File: config.mk
export PLATFORM = sky130hd
export DESIGN_NAME = spi_txf_serializer
export DESIGN_NICKNAME = d
export VERILOG_FILES = /design/src/rtl/spi_device_pkg.sv /design/src/rtl/spi_txf_buf.sv /design/src/rtl/spi_txf_serializer.sv
export SDC_FILE = /design/constraint.sdc
export NUM_CORES = 1
export LEC_CHECK = 0
export ABC_AREA = 1
export CAP_MARGIN = 20
export CORE_MARGIN = 1
export CORE_UTILIZATION = 45
export CTS_CLUSTER_DIAMETER = 80
export DETAILED_ROUTE_END_ITERATION = 7
export HOLD_SLACK_MARGIN = 0.08
export PLACE_DENSITY = 0.76
export SLEW_MARGIN = 10
export SYNTH_ARGS = -nofsm -noshare
export SYNTH_HDL_FRONTEND = slang
export SYNTH_SLANG_ARGS = --single-unit
export TNS_END_PERCENT = 50
File: constraint.sdc
create_clock -name clk_i -period 3.6 [get_ports clk_i]
set_input_delay 1.08 -clock clk_i [delete_from_list [all_inputs] [get_ports clk_i]]
set_output_delay 1.08 -clock clk_i [all_outputs]
set_load 0.01 [all_outputs]
File: src/rtl/spi_device_pkg.sv
// -----------------------------------------------------------------------------
// spi_device_pkg
// Shared definitions for the SPI device transmit path: serializer state
// encoding, the default idle fill pattern, the byte-counter width and the
// bit-order helpers used when loading and shifting a byte.
// -----------------------------------------------------------------------------
package spi_device_pkg;

   // Serializer states
   typedef enum logic [1:0] {
      StIdle  = 2'd0,
      StLoad  = 2'd1,
      StShift = 2'd2
   } txs_st_e;

   // Pattern driven on the line when no data byte is buffered
   localparam logic [7:0] IdleByteDefault = 8'hFF;

   // Width of the per-transfer completed-byte counter
   localparam int unsigned ByteCntW = 16;

   // First bit presented on the line for a freshly loaded byte
   function automatic logic tx_first_bit(input logic [7:0] b, input logic lsb_first);
      logic bit_s;
      if (lsb_first) begin
         bit_s = b[0];
      end else begin
         bit_s = b[7];
      end
      return bit_s;
   endfunction

   // Shift register contents after one bit has left the line
   function automatic logic [7:0] tx_shift_byte(input logic [7:0] b, input logic lsb_first);
      logic [7:0] res_s;
      if (lsb_first) begin
         res_s = {1'b0, b[7:1]};
      end else begin
         res_s = {b[6:0], 1'b0};
      end
      return res_s;
   endfunction

endpackage : spi_device_pkg

File: src/rtl/spi_txf_buf.sv
// -----------------------------------------------------------------------------
// spi_txf_buf
// Small synchronous pointer FIFO between the upstream TX FIFO controller and
// the serializer. Pointers carry one extra wrap bit so full and empty can be
// told apart without a separate counter. There is no bypass: a byte written
// in one cycle is visible at the head no earlier than the next cycle.
//
// Ports:
//   clk_i, rst_ni  clock, asynchronous active-low reset
//   wvalid_i       write request
//   wready_o       buffer not full (from registered pointers only)
//   wdata_i        write data
//   pop_i          remove head entry (ignored when empty)
//   rdata_o        head entry
//   empty_o        buffer empty
//   level_o        occupancy, wptr - rptr modulo 2^(AW+1)
// -----------------------------------------------------------------------------
module spi_txf_buf
   import spi_device_pkg::*;
#(
   parameter int unsigned Dw    = 8,
   parameter int unsigned Depth = 4
) (
   input  logic                     clk_i,
   input  logic                     rst_ni,
   input  logic                     wvalid_i,
   output logic                     wready_o,
   input  logic [Dw-1:0]            wdata_i,
   input  logic                     pop_i,
   output logic [Dw-1:0]            rdata_o,
   output logic                     empty_o,
   output logic [$clog2(Depth):0]   level_o
);

   localparam int unsigned AW = $clog2(Depth);

   if ((Depth < 32'd2) || ((Depth & (Depth - 32'd1)) != 32'd0)) begin : g_bad_depth
      $error("spi_txf_buf: Depth must be a power of two and at least 2");
   end

   logic [AW:0]   wptr_r;
   logic [AW:0]   rptr_r;
   logic [Dw-1:0] mem_r [Depth];
   logic          full_s;
   logic          empty_s;
   logic          push_s;
   logic          pop_s;

   // Flags and handshake qualifiers from the registered pointers
   always_comb begin
      full_s  = (wptr_r[AW-1:0] == rptr_r[AW-1:0]) && (wptr_r[AW] != rptr_r[AW]);
      empty_s = (wptr_r == rptr_r);
      push_s  = wvalid_i && !full_s;
      pop_s   = pop_i && !empty_s;
   end

   assign wready_o = !full_s;
   assign empty_o  = empty_s;
   assign level_o  = wptr_r - rptr_r;
   assign rdata_o  = mem_r[rptr_r[AW-1:0]];

   // Pointer update for accepted pushes and pops
   always_ff @(posedge clk_i or negedge rst_ni) begin
      if (!rst_ni) begin
         wptr_r <= {(AW+1){1'b0}};
         rptr_r <= {(AW+1){1'b0}};
      end else begin
         if (push_s) begin
            wptr_r <= wptr_r + {{AW{1'b0}}, 1'b1};
         end
         if (pop_s) begin
            rptr_r <= rptr_r + {{AW{1'b0}}, 1'b1};
         end
      end
   end

   // Storage array, written at the write index on an accepted push
   always_ff @(posedge clk_i or negedge rst_ni) begin
      if (!rst_ni) begin
         for (int i = 0; i < int'(Depth); i++) begin
            mem_r[i] <= {Dw{1'b0}};
         end
      end else if (push_s) begin
         mem_r[wptr_r[AW-1:0]] <= wdata_i;
      end
   end

endmodule : spi_txf_buf

File: src/rtl/spi_txf_serializer.sv
// -----------------------------------------------------------------------------
// spi_txf_serializer
// Byte-to-bit transmit stage. Bytes arrive over valid/ready into a small
// buffer and are shifted out one bit per shift_i strobe while chip-select is
// active. An idle byte is substituted when the buffer is empty, and a
// transfer that ends with a byte partly shifted raises abort_o.
//
// Ports:
//   clk_i, rst_ni  clock, asynchronous active-low reset
//   fifo_valid_i   upstream byte valid
//   fifo_ready_o   buffer not full
//   fifo_wdata_i   upstream byte
//   cs_active_i    chip-select active (already synchronized)
//   shift_i        one-cycle strobe, advances one bit
//   lsb_first_i    bit order, sampled whenever a byte is loaded
//   sdo_o          serial data out (registered)
//   sdo_oe_o       serial output enable (registered)
//   abort_o        pulse: transfer ended mid-byte
//   underflow_o    pulse: idle byte loaded
//   byte_cnt_o     data bytes completed in the current transfer (saturating)
//   level_o        buffer occupancy
// -----------------------------------------------------------------------------
module spi_txf_serializer
   import spi_device_pkg::*;
#(
   parameter int unsigned FifoDw   = 8,
   parameter int unsigned Depth    = 4,
   parameter logic [7:0]  IdleByte = IdleByteDefault
) (
   input  logic                     clk_i,
   input  logic                     rst_ni,
   input  logic                     fifo_valid_i,
   output logic                     fifo_ready_o,
   input  logic [FifoDw-1:0]        fifo_wdata_i,
   input  logic                     cs_active_i,
   input  logic                     shift_i,
   input  logic                     lsb_first_i,
   output logic                     sdo_o,
   output logic                     sdo_oe_o,
   output logic                     abort_o,
   output logic                     underflow_o,
   output logic [ByteCntW-1:0]      byte_cnt_o,
   output logic [$clog2(Depth):0]   level_o
);

   if (FifoDw != 32'd8) begin : g_bad_dw
      $error("spi_txf_serializer: FifoDw must be 8");
   end

   localparam logic [ByteCntW-1:0] ByteCntMax = {ByteCntW{1'b1}};
   localparam logic [ByteCntW-1:0] ByteCntOne = {{(ByteCntW-1){1'b0}}, 1'b1};

   txs_st_e           st_r;
   logic [FifoDw-1:0] shreg_r;
   logic [2:0]        bit_cnt_r;
   logic              lsb_r;
   logic              is_data_r;

   logic [FifoDw-1:0] head_s;
   logic [FifoDw-1:0] load_byte_s;
   logic [FifoDw-1:0] shifted_s;
   logic              buf_empty_s;
   logic              last_bit_s;
   logic              reload_s;
   logic              pop_s;

   spi_txf_buf #(
      .Dw    (FifoDw),
      .Depth (Depth)
   ) u_buf (
      .clk_i    (clk_i),
      .rst_ni   (rst_ni),
      .wvalid_i (fifo_valid_i),
      .wready_o (fifo_ready_o),
      .wdata_i  (fifo_wdata_i),
      .pop_i    (pop_s),
      .rdata_o  (head_s),
      .empty_o  (buf_empty_s),
      .level_o  (level_o)
   );

   // Decide when a byte is loaded and what gets loaded; a deasserting
   // chip-select suppresses any load, including one coinciding with a strobe
   always_comb begin
      last_bit_s  = (bit_cnt_r == 3'd7);
      shifted_s   = tx_shift_byte(shreg_r, lsb_r);
      load_byte_s = IdleByte;
      reload_s    = 1'b0;
      if (buf_empty_s) begin
         load_byte_s = IdleByte;
      end else begin
         load_byte_s = head_s;
      end
      case (st_r)
         StIdle:  reload_s = 1'b0;
         StLoad:  reload_s = cs_active_i;
         StShift: reload_s = cs_active_i && shift_i && last_bit_s;
         default: reload_s = 1'b0;
      endcase
      pop_s = reload_s && !buf_empty_s;
   end

   // Serializer FSM with registered line outputs and status pulses
   always_ff @(posedge clk_i or negedge rst_ni) begin
      if (!rst_ni) begin
         st_r        <= StIdle;
         shreg_r     <= {FifoDw{1'b0}};
         bit_cnt_r   <= 3'd0;
         lsb_r       <= 1'b0;
         is_data_r   <= 1'b0;
         sdo_o       <= 1'b0;
         sdo_oe_o    <= 1'b0;
         abort_o     <= 1'b0;
         underflow_o <= 1'b0;
         byte_cnt_o  <= {ByteCntW{1'b0}};
      end else begin
         abort_o     <= 1'b0;
         underflow_o <= 1'b0;
         if (!cs_active_i) begin
            // A partial byte is dropped; buffered bytes stay for the next transfer
            abort_o   <= (st_r == StShift) && (bit_cnt_r != 3'd0);
            st_r      <= StIdle;
            bit_cnt_r <= 3'd0;
            sdo_o     <= 1'b0;
            sdo_oe_o  <= 1'b0;
         end else begin
            case (st_r)
               StIdle: begin
                  st_r       <= StLoad;
                  byte_cnt_o <= {ByteCntW{1'b0}};
               end
               StLoad: begin
                  st_r        <= StShift;
                  shreg_r     <= load_byte_s;
                  lsb_r       <= lsb_first_i;
                  is_data_r   <= !buf_empty_s;
                  underflow_o <= buf_empty_s;
                  bit_cnt_r   <= 3'd0;
                  sdo_o       <= tx_first_bit(load_byte_s, lsb_first_i);
                  sdo_oe_o    <= 1'b1;
               end
               StShift: begin
                  sdo_oe_o <= 1'b1;
                  if (shift_i) begin
                     if (last_bit_s) begin
                        // Byte boundary: reload in the same cycle so no gap appears
                        shreg_r     <= load_byte_s;
                        lsb_r       <= lsb_first_i;
                        is_data_r   <= !buf_empty_s;
                        underflow_o <= buf_empty_s;
                        bit_cnt_r   <= 3'd0;
                        sdo_o       <= tx_first_bit(load_byte_s, lsb_first_i);
                        if (is_data_r && (byte_cnt_o != ByteCntMax)) begin
                           byte_cnt_o <= byte_cnt_o + ByteCntOne;
                        end
                     end else begin
                        shreg_r   <= shifted_s;
                        bit_cnt_r <= bit_cnt_r + 3'd1;
                        sdo_o     <= tx_first_bit(shifted_s, lsb_r);
                     end
                  end
               end
               default: begin
                  st_r     <= StIdle;
                  sdo_o    <= 1'b0;
                  sdo_oe_o <= 1'b0;
               end
            endcase
         end
      end
   end

endmodule : spi_txf_serializer

==> results of run 1 <==
[power by group through the flow]
stage | combinational (mW) | clock [mW] | sequential [mW]
global placement | 1.24 | 0 | 1.27
global route | 1.47 | 0.689 | 1.31
detailed placement | 1.28 | 0 | 1.28
floorplan | 0.936 | 0 | 1.22
finish | 1.28 | 0.640 | 1.27
CTS | 1.29 | 0.659 | 1.27
[per-stage QoR]
| step | instances | utilization [%] |
|---|---|---|
| after floorplan | 510 | - |
| after global placement | 639 | 52.7 |
| after detailed placement | 639 | 52.7 |
| after CTS | 654 | 55.0 |
| after global routing | 654 | 55.0 |
| final | 654 | 55.0 |
[worst min path at each step]
stage,from,endpoint,slack [ns],cells past startpoint
after floorplan,u_buf.mem_r[21]$_DFFE_PN0P_,u_buf.mem_r[21]$_DFFE_PN0P_,0.46,2
after global placement,u_buf.mem_r[1]$_DFFE_PN0P_,u_buf.mem_r[1]$_DFFE_PN0P_,0.48,2
after detailed placement,u_buf.mem_r[1]$_DFFE_PN0P_,u_buf.mem_r[1]$_DFFE_PN0P_,0.49,2
after CTS,u_buf.wptr_r[2]$_DFFE_PN0P_,u_buf.wptr_r[2]$_DFFE_PN0P_,0.50,1
after global routing,u_buf.wptr_r[2]$_DFFE_PN0P_,u_buf.wptr_r[2]$_DFFE_PN0P_,0.51,1
final,u_buf.wptr_r[2]$_DFFE_PN0P_,u_buf.wptr_r[2]$_DFFE_PN0P_,0.50,1
[worst reg2reg max path, cell delays in order (launching register included)]
cell and delay (ns):
dfrtp_1 0.50, inv_1 0.24, ha_1 0.34, nand2_1 0.06, inv_1 0.05, nand2_1 0.07, nand2_1 0.32, nor2_1 0.62
o21ai_0 0.17
[cell type report]
class                   instances  area (µm²)
clock buffers                  10         138
multi-input cells             377        1900
repair buffers                 39         393
inverters                      45         169
fillers                       804        3770
flip-flops and latches         73        1830
well taps                     105         131
clock inverters                 5        56.3
[cells by family after synthesis]
| kind of cell | share of synthesized area (%) |
|---|---|
| AND/OR/NAND/NOR | 27.1 |
| adder cells (fa/ha/maj) | 5.23 |
| XOR/XNOR | 2.87 |
| buffers and inverters | 6.21 |
| flip-flops | 46.0 |
| AO/OA/AOI/OAI | 12.6 |
[Yosys cell counts]
master,count,area [µm²]
nand2_1,161,604
dfrtp_1,73,1830
o21ai_0,56,280
inv_1,43,161
nor2_1,41,154
nand3_1,32,160
a21oi_1,16,80.1
ha_1,15,188
xor2_1,12,105
o21ai_1,8,40.0
clkbuf_1,7,26.3
o211ai_1,7,52.6
buf_2,5,25.0
nor2_4,5,56.3
nand4_1,4,25.0
o22ai_1,3,18.8
or2_2,3,18.8
buf_4,2,15.0
nand3_2,2,20.0
nor2_2,2,12.5
a211oi_1,1,7.51
a22oi_1,1,7.51
a31oi_1,1,6.26
and2_1,1,6.26
buf_6,1,11.3
clkinv_1,1,3.75
fa_1,1,20.0
inv_2,1,3.75
nand2_2,1,6.26
nor3_1,1,5.00
nor4_1,1,6.26
o221ai_1,1,8.76
xnor2_1,1,8.76
[state kept, by name, indices dropped and copies added (netlist names), 2 cells and up]
signal,flops
byte_cnt_o,16
u_buf.mem_r,32
u_buf.wptr_r,3
bit_cnt_r,3
u_buf.rptr_r,3
st_r,2
shreg_r,8
[metal layers]
layer / vias up / track usage, % / part of all wire [%]
li1: 1719 / - / -
met1: 1582 / 25.8 / 48
met2: 67 / 37.1 / 48
met3: 7 / 3.16 / 3.0
met4: 0 / 7.34 / 0.81
met5: - / 0 / 0
==> results.ini, run 1 <==
[run_status]
status=finished, final reports clean

[die]
die_x_um=95.9
ioPinCount=38
rows=33
die_height_um=95.9
start_util_pct=47.4
core_area_um2=8380
die_area_um2=9200

[cells_and_area]
layout-drive-gt1-share_pct=5.83
final_common_cell=nand2_1
area_delta_synth_final_pct=16.1
design_area_um2=4610
diodes=0
nets=575
final_cell_mix=161 x nand2_1, 73 x dfrtp_1, 56 x o21ai_0, 43 x inv_1, 41 x nor2_1

[job]
drv_cap=0

[cts]
cts_buffers=9
h-tree-depth=3
clock_path_buffers=2
tritoncts=built
root_buffer=clkbuf_8
cts.sinks=73
postCtsSetupBuffers=0
cts_resized=0
ctsHoldBuffers=0
clk_latency_ns=0.34
clk_pin_slew_worst_paths_ns=0.08

[yosys]
synth_area_um2=3970
avgSynthCellArea_um2=7.79
ys_seq_elements=73
syn-num-nets=540
yosys_warnings=0
synth.distinct_cells=33
netlist_instances=510
yosysSeqAreaShare_pct=46.0

[placement]
placed_area_um2=4420
post-place-ws_ns=0.598
port-buffer-count=37
dpl.hpwl_mm=6.23
routabilityCongestion=0.861

[pwr]
power_frac_comb_pct=40.1
powerDensity_nw_per_um2=692
fin_total_pwr_mw=3.19
clkPwrFrac_pct=20.1
power.internal_mw=1.89
p_seq_share_pct=39.9
power.leakage_nw=2.17
ir_drop_mv=0.338
swShare_pct=40.6
netSwitchingPower_mw=1.29

[timing]
hold_slack_ns=0.500
fin_crit_ns=3.36
post-route-period-util_pct=93.2
rsz0062_at_grt=no
worst_pin_slew_ns=0.835
final_max_slew_viol_count=0
skew_ns=0.0117
final-hold-violation-count=0
worst_slack_ns=0.244
setup_viol=0
slew_headroom_pct=44.3
tns_ns=0
fmax_ghz=0.298

[worst_setup_path]
critical-path-max-stage-delay_ns=0.55
endpoint=level_o[2]
cp_data_required_time_ns=2.52
worst_setup_path_start_kind=flip-flop
arrival_ns=2.28
path_depth=4
crit_path_end_kind=output port
cp_top_family=adder cells
critPathLaunch=u_buf.rptr_r[0]$_DFFE_PN0P_
worst_r2r_endpoint=u_buf.mem_r[14]$_DFFE_PN0P_
crit_type=flip-flop to output port
worstPathMaxFanout=16
path_cells=ha_1, fa_1, xor2_1, clkdlybuf4s50_1
reg2reg_from=u_buf.rptr_r[1]$_DFFE_PN0P_
worst_r2r_path_depth=8
crit_path_top_delay_cell=dfrtp_1
worst-path-buf-inv=1
rrSetupSlack_ns=1.08

[route]
antenna_left=0
wl_mm=8.60
viasPerCell=5.16
drtIter0Drc=109
wire_per_inst_um=13.1
num_vias=3375
drc_errors=0
firstDrtPassIters=4

[grt]
grt_pass1_vias=3400
grt_first_pass_wirelength_mm=15.0
antenna_found_initial=0
grtUsageTotal_pct=20.9
overflow=0
grt_max_degree=39

[worst_hold_path]
hp-class=flip-flop to flip-flop

Note: power is estimated with default switching activity, not from simulation.
==> run 2: changes to the inputs <==
--- a/config.mk
+++ b/config.mk
@@ -7,13 +7,14 @@
 export LEC_CHECK = 0
 export ABC_AREA = 1
 export CAP_MARGIN = 20
+export CORE_ASPECT_RATIO = 1.4
 export CORE_MARGIN = 1
 export CORE_UTILIZATION = 45
 export CTS_CLUSTER_DIAMETER = 80
 export DETAILED_ROUTE_END_ITERATION = 7
 export HOLD_SLACK_MARGIN = 0.08
 export PLACE_DENSITY = 0.76
-export SLEW_MARGIN = 10
+export SLEW_MARGIN = 20
 export SYNTH_ARGS = -nofsm -noshare
 export SYNTH_HDL_FRONTEND = slang
 export SYNTH_SLANG_ARGS = --single-unit
==> constraint.sdc (replaced) <==
create_clock -name clk_i -period 3.6 [get_ports clk_i]
set_input_delay 0.72 -clock clk_i [delete_from_list [all_inputs] [get_ports clk_i]]
set_output_delay 0.72 -clock clk_i [all_outputs]
set_load 0.01 [all_outputs]
==> run 2 against run 1 <==
  * Clock skew down 0.0041 ns
  * Wire length is 4.9% higher
  * Combinational power about the same
  * Sequential share of layout area down 1.2 points
  * Critical path type unchanged
  * Hold slack worse by 0.030 ns
  * Count of clock-buffer cells in the layout is the same
  * Flip-flop and latch count is the same
  * Die area about the same
  * Utilization grew 0.53 points
  * First-iteration DRC count is 64% higher
  * Final cell count rose by 0.31%
==> results.ini, run 2 (same netlist as run 1, synthesis figures left out) <==
[grt]
grt_pass1_vias=3414  ; +0.41%
grt_first_pass_wirelength_mm=15.4  ; +2.8%
overflow=0  ; unchanged
antenna_found_initial=0  ; unchanged
grtUsageTotal_pct=21.5  ; +0.59 points
grt_max_degree=41  ; +5.1%

[cells_and_area]
final_cell_mix=161 x nand2_1, 73 x dfrtp_1, 56 x o21ai_0, 43 x inv_1, 41 x nor2_1
layout.cells.non_filler=656  ; +0.31%
top_regs=u_buf.mem_r x32, byte_cnt_o x16, shreg_r x8
design_area_um2=4750  ; +3.1%
layout-drive-gt1-share_pct=6.17  ; +0.34 points
diodes=0  ; unchanged
fin_util_pct=55.6  ; +0.53 points
fillers=758  ; -5.7%
area_delta_synth_final_pct=19.7
nets=576  ; +0.17%
top_register=u_buf.mem_r
largest_reg_flops=32  ; unchanged
final_common_cell=nand2_1

[timing]
tns_ns=0  ; unchanged
fmax_ghz=0.331  ; +11%
skew_ns=0.00760  ; -0.00413 ns
final_max_slew_viol_count=0  ; unchanged
hold_slack_ns=0.470  ; -0.0296 ns
worst_slack_ns=0.579  ; +0.336 ns
rsz0062_at_grt=no
post-route-period-util_pct=83.9  ; -9.3 points
fin_crit_ns=3.02  ; -0.336 ns
slew_headroom_pct=47.6  ; +3.3 points
final-hold-violation-count=0  ; unchanged
setup_viol=0  ; unchanged
worst_pin_slew_ns=0.786  ; -0.0492 ns

[placement]
port-buffer-count=37  ; unchanged
routabilityCongestion=0.894  ; +3.9%
placed_area_um2=4430  ; +0.17%
post-place-ws_ns=0.921  ; +0.323 ns
placedCellCount=640  ; +0.16%
dpl.hpwl_mm=6.36  ; +2.1%

[cts]
h-tree-depth=3  ; unchanged
clk_latency_ns=0.33  ; about the same
clk_pin_slew_worst_paths_ns=0.06  ; -0.02 ns
cts_buffers=9  ; unchanged
root_buffer=clkbuf_16
ctsHoldBuffers=0  ; unchanged
tritoncts=built
cts_resized=0  ; unchanged
postCtsSetupBuffers=0  ; unchanged
clock_path_buffers=2  ; unchanged
cts.sinks=73  ; unchanged

[route]
drc_errors=0  ; unchanged
wire_per_inst_um=13.8  ; +4.6%
num_vias=3459  ; +2.5%
antenna_left=0  ; unchanged
wl_mm=9.02  ; +4.9%
viasPerCell=5.27  ; +2.2%
firstDrtPassIters=5  ; +1
drtIter0Drc=179  ; +64%

[die]
ioPinCount=38  ; unchanged
core_area_um2=8560  ; +2.1%
start_util_pct=46.4  ; -0.98 points
rows=40  ; +21%
die_height_um=113  ; +18%
die_area_um2=9210  ; about the same
die_x_um=81.4  ; -15%

[pwr]
ir_drop_mv=0.530  ; +57%
power.leakage_nw=2.23  ; +3.0%
powerDensity_nw_per_um2=747  ; +8.0%
fin_total_pwr_mw=3.55  ; +11%

[worst_setup_path]
worstPathMaxFanout=16  ; unchanged
cp_data_required_time_ns=2.88  ; +0.36 ns
crit_path_end_kind=output port
worst_r2r_endpoint=u_buf.mem_r[12]$_DFFE_PN0P_
worst_setup_path_start_kind=flip-flop
arrival_ns=2.30  ; +0.02 ns
crit_type=flip-flop to output port
rrSetupSlack_ns=0.95  ; -0.13 ns
reg2reg_from=u_buf.rptr_r[1]$_DFFE_PN0P_
worst_r2r_path_depth=8  ; unchanged

[run_status]
status=finished, final reports clean

[job]
drv_cap=0  ; unchanged

[worst_hold_path]
hp-class=input pin to async pin

run 2: cell types whose count changed in the layout (fill, tap and decap cells not counted), sizes merged:
| cell | before | now |
|---|---|---|
| buf | 3 | 4 |
| bufinv | 1 | 2 |
| clkinv | 4 | 3 |
| inv | 44 | 45 |
run 2: final cells by class:
class,count,area (µm²),area share (%)
Multi-Input combinational cell,377,1900,39.9
Sequential cell,73,1830,38.4
Timing Repair Buffer,40,400,8.42
Clock buffer,10,239,5.03
Inverter,45,169,3.55
Tap cell,105,131,2.76
Clock inverter,6,90.1,1.89
run 2: report_power, final:
group / switching [mW] / internal, mW
Clock: 0.346 / 0.628
Sequential: 0.194 / 1.09
Combinational: 0.815 / 0.479
Total: 1.35 / 2.19
run 2: how the worst max path moves through the flow:
stage / slack, ns / cells after the start / from / endpoint
2_1_floorplan: 1.56 / 11 / u_buf.rptr_r[1]$_DFFE_PN0P_ / u_buf.mem_r[10]$_DFFE_PN0P_
6_report: 0.58 / 4 / u_buf.rptr_r[0]$_DFFE_PN0P_ / level_o[2]
5_1_grt: 0.49 / 4 / u_buf.rptr_r[0]$_DFFE_PN0P_ / level_o[2]
3_3_place_gp: 0.96 / 4 / u_buf.rptr_r[0]$_DFFE_PN0P_ / level_o[2]
3_5_place_dp: 0.92 / 4 / u_buf.rptr_r[0]$_DFFE_PN0P_ / level_o[2]
4_1_cts: 0.56 / 4 / u_buf.rptr_r[0]$_DFFE_PN0P_ / level_o[2]
run 2: per-layer routing:
| metal | share of wire, % | GRT usage (%) | up-vias |
|---|---|---|---|
| met5 | 0 | 0 | - |
| met4 | 1.8 | 7.74 | 0 |
| met3 | 3.8 | 3.79 | 20 |
| met2 | 53 | 39.0 | 96 |
| met1 | 42 | 24.4 | 1618 |
| li1 | - | - | 1725 |
run 2: worst max-delay path: stages, from the launching register on:
cell	delay, ns
dfrtp_1	0.57
ha_1	0.32
fa_1	0.38
xor2_1	0.15
clkdlybuf4s50_1	0.55
==> run 3: changes to the inputs <==
--- a/config.mk
+++ b/config.mk
@@ -13,7 +13,7 @@
 export CTS_CLUSTER_DIAMETER = 80
 export DETAILED_ROUTE_END_ITERATION = 7
 export HOLD_SLACK_MARGIN = 0.08
-export PLACE_DENSITY = 0.76
+export PLACE_DENSITY = 0.79
 export SLEW_MARGIN = 20
 export SYNTH_ARGS = -nofsm -noshare
 export SYNTH_HDL_FRONTEND = slang
==> constraint.sdc (replaced) <==
create_clock -name clk_i -period 2.55 [get_ports clk_i]
set_input_delay 0.51 -clock clk_i [delete_from_list [all_inputs] [get_ports clk_i]]
set_output_delay 0.51 -clock clk_i [all_outputs]
set_load 0.01 [all_outputs]
==> run 3 against run 2 <==
  * Global-route usage grew 0.45 points
  * Combinational power grew 49%
  * Wire length grew 2.0%
  * Sequential power grew 38%
  * Hold slack lost 0.28 ns
  * Register-to-register slack lost 0.47 ns
  * First-iteration DRC count grew 31%
  * Critical path type unchanged
  * Sequential share of layout area shrank 0.095 points
  * Die area is the same
==> results.ini, run 3 (same netlist as run 1, synthesis figures left out) <==
[run_status]
status=finished, final reports clean

[route]
wl_mm=9.20  ; +2.0%
wire_per_inst_um=13.9  ; +1.0%
drtIter0Drc=234  ; +31%
num_vias=3553  ; +2.7%
drc_errors=0  ; unchanged
antenna_left=0  ; unchanged
firstDrtPassIters=5  ; unchanged
viasPerCell=5.37  ; +1.8%

[cells_and_area]
top_regs=u_buf.mem_r x32, byte_cnt_o x16, shreg_r x8
area_delta_synth_final_pct=20.1
multi_input_area_um2=1900  ; unchanged
final_cell_mix=161 x nand2_1, 72 x dfrtp_1, 56 x o21ai_0, 42 x inv_1, 41 x nor2_1
final_common_cell=nand2_1
nets=582  ; +1.0%
top_register=u_buf.mem_r
largest_reg_flops=32  ; unchanged
diodes=0  ; unchanged
layout.cells.non_filler=662  ; +0.91%
fillers=744  ; -1.8%
layout-drive-gt1-share_pct=7.36  ; +1.2 points
seq_area_um2=1830  ; about the same

[grt]
grt_pass1_vias=3561  ; +4.3%
grt_max_degree=48  ; +17%
grtUsageTotal_pct=21.9  ; +0.45 points
grt_first_pass_wirelength_mm=15.7  ; +1.9%
overflow=0  ; unchanged
antenna_found_initial=0  ; unchanged

[timing]
skew_ns=0.0103  ; +0.00274 ns
tns_ns=0  ; unchanged
setup_viol=0  ; unchanged
worst_pin_slew_ns=0.627  ; -0.159 ns
fin_crit_ns=2.39
slew_headroom_pct=58.2  ; +11 points
final_max_slew_viol_count=0  ; unchanged
fmax_ghz=0.418
rsz0062_at_grt=no
post-route-period-util_pct=93.7
final-hold-violation-count=0  ; unchanged

[die]
ioPinCount=38  ; unchanged
core_area_um2=8560  ; unchanged
start_util_pct=46.4  ; unchanged
die_x_um=81.4  ; unchanged
die_area_um2=9210  ; unchanged
die_height_um=113  ; unchanged
rows=40  ; unchanged

[placement]
dpl.hpwl_mm=6.51  ; +2.4%
routabilityCongestion=0.859  ; -3.9%
placedCellCount=646  ; +0.94%
port-buffer-count=37  ; unchanged

[worst_setup_path]
arrival_ns=1.88  ; -0.42 ns
cp_data_required_time_ns=2.04  ; -0.84 ns
worst_setup_path_start_kind=flip-flop
critical-path-max-stage-delay_ns=0.53  ; -0.04 ns
crit_path_end_kind=output port
worst-path-buf-inv=3  ; +2
rrSetupSlack_ns=0.48  ; -0.47 ns
crit_path_top_delay_cell=clkdlybuf4s50_1
worstPathMaxFanout=9  ; -7
path_cells=inv_1, ha_1, nand2_1, inv_1, nand2_1, clkdlybuf4s50_1
cp_top_family=buffers and inverters
crit_type=flip-flop to output port

[cts]
clk_pin_slew_worst_paths_ns=0.06  ; about the same
clk_latency_ns=0.34  ; about the same
cts.sinks=73  ; unchanged
root_buffer=clkbuf_16
h-tree-depth=3  ; unchanged
tritoncts=built
cts_buffers=9  ; unchanged
clock_path_buffers=2  ; unchanged

[pwr]
ir_drop_mv=0.618  ; +17%
power.leakage_nw=2.25  ; +0.86%
powerDensity_nw_per_um2=1040  ; +39%

[worst_hold_path]
hp-class=input pin to async pin

[job]
drv_cap=0  ; unchanged

==> run 3: layout make-up <==
| type | count | area share (%) |
|---|---|---|
| Tap cell | 105 | 2.75 |
| Multi-Input combinational cell | 377 | 39.8 |
| Timing Repair Buffer | 46 | 9.37 |
| Clock buffer | 10 | 4.80 |
| Sequential cell | 73 | 38.3 |
| Clock inverter | 6 | 1.42 |
| Inverter | 45 | 3.54 |
==> run 3: path summary, 6_finish.rpt <==
path / from / end / cells after the start
min in group clk_i: u_buf.wptr_r[2]$_DFFE_PN0P_ / u_buf.wptr_r[2]$_DFFE_PN0P_ / 1
worst min-delay path: rst_ni / bit_cnt_r[2]$_DFFE_PN0P_ / 1
worst min register to register: u_buf.wptr_r[2]$_DFFE_PN0P_ / u_buf.wptr_r[2]$_DFFE_PN0P_ / 1
max in group asynchronous: rst_ni / byte_cnt_o[14]$_DFFE_PN0P_ / 2
worst max register to register: u_buf.rptr_r[1]$_DFFE_PN0P_ / u_buf.mem_r[14]$_DFFE_PN0P_ / 10
worst max-delay path: u_buf.rptr_r[1]$_DFFE_PN0P_ / fifo_ready_o / 6
==> run 3: worst reg2reg max path: stages (launching register included) <==
cell and delay [ns]:
dfrtp_2 0.46, inv_1 0.08, ha_1 0.28, nand2_1 0.06, inv_1 0.05, nand2_1 0.08, nand2_1 0.26, nor2_1 0.37
buf_4 0.22, nand2_1 0.05, o21ai_0 0.07
==> run 3: metal layers <==
metal / vias to the layer above / share of wire, % / global-route usage, % / wire [µm]
met1: 1708 / 40 / 25.4 / 3700
met2: 97 / 55 / 39.8 / 5020
li1: 1733 / - / - / -
met3: 15 / 3.5 / 2.82 / 321
met5: - / 0 / 0 / 0
met4: 0 / 1.7 / 8.57 / 158
==> run 3: metrics by stage <==
| step | power, mW | hold WS, ns | area (µm²) | worst slack, ns | utilization (%) |
|---|---|---|---|---|---|
| 2_1_floorplan | 3.04 | 0.214 | 3970 | 0.511 | - |
| 3_3_place_gp | 3.60 | 0.479 | 4470 | 0.328 | 52.2 |
| 3_5_place_dp | 3.70 | 0.486 | 4470 | 0.277 | 52.2 |
| 4_1_cts | 4.98 | 0.211 | 4770 | 0.0171 | 55.7 |
| 5_1_grt | 5.30 | 0.246 | 4770 | 0.0881 | 55.7 |
| 6_report | 4.95 | 0.186 | 4770 | 0.160 | 55.7 |
==> run 3: where the power goes <==
| part | internal [mW] | switching (mW) |
|---|---|---|
| sequential | 1.54 | 0.236 |
| combinational | 0.694 | 1.23 |
| clock | 0.760 | 0.492 |
| total | 2.99 | 1.95 |
==> run 3: timing repair <==
action	CTS	global route
hold buffers	0	0
hold endpoints to repair	0	0
endpoints found under the setup margin	2	2
gates resized for setup	2	2
setup buffers	0	0
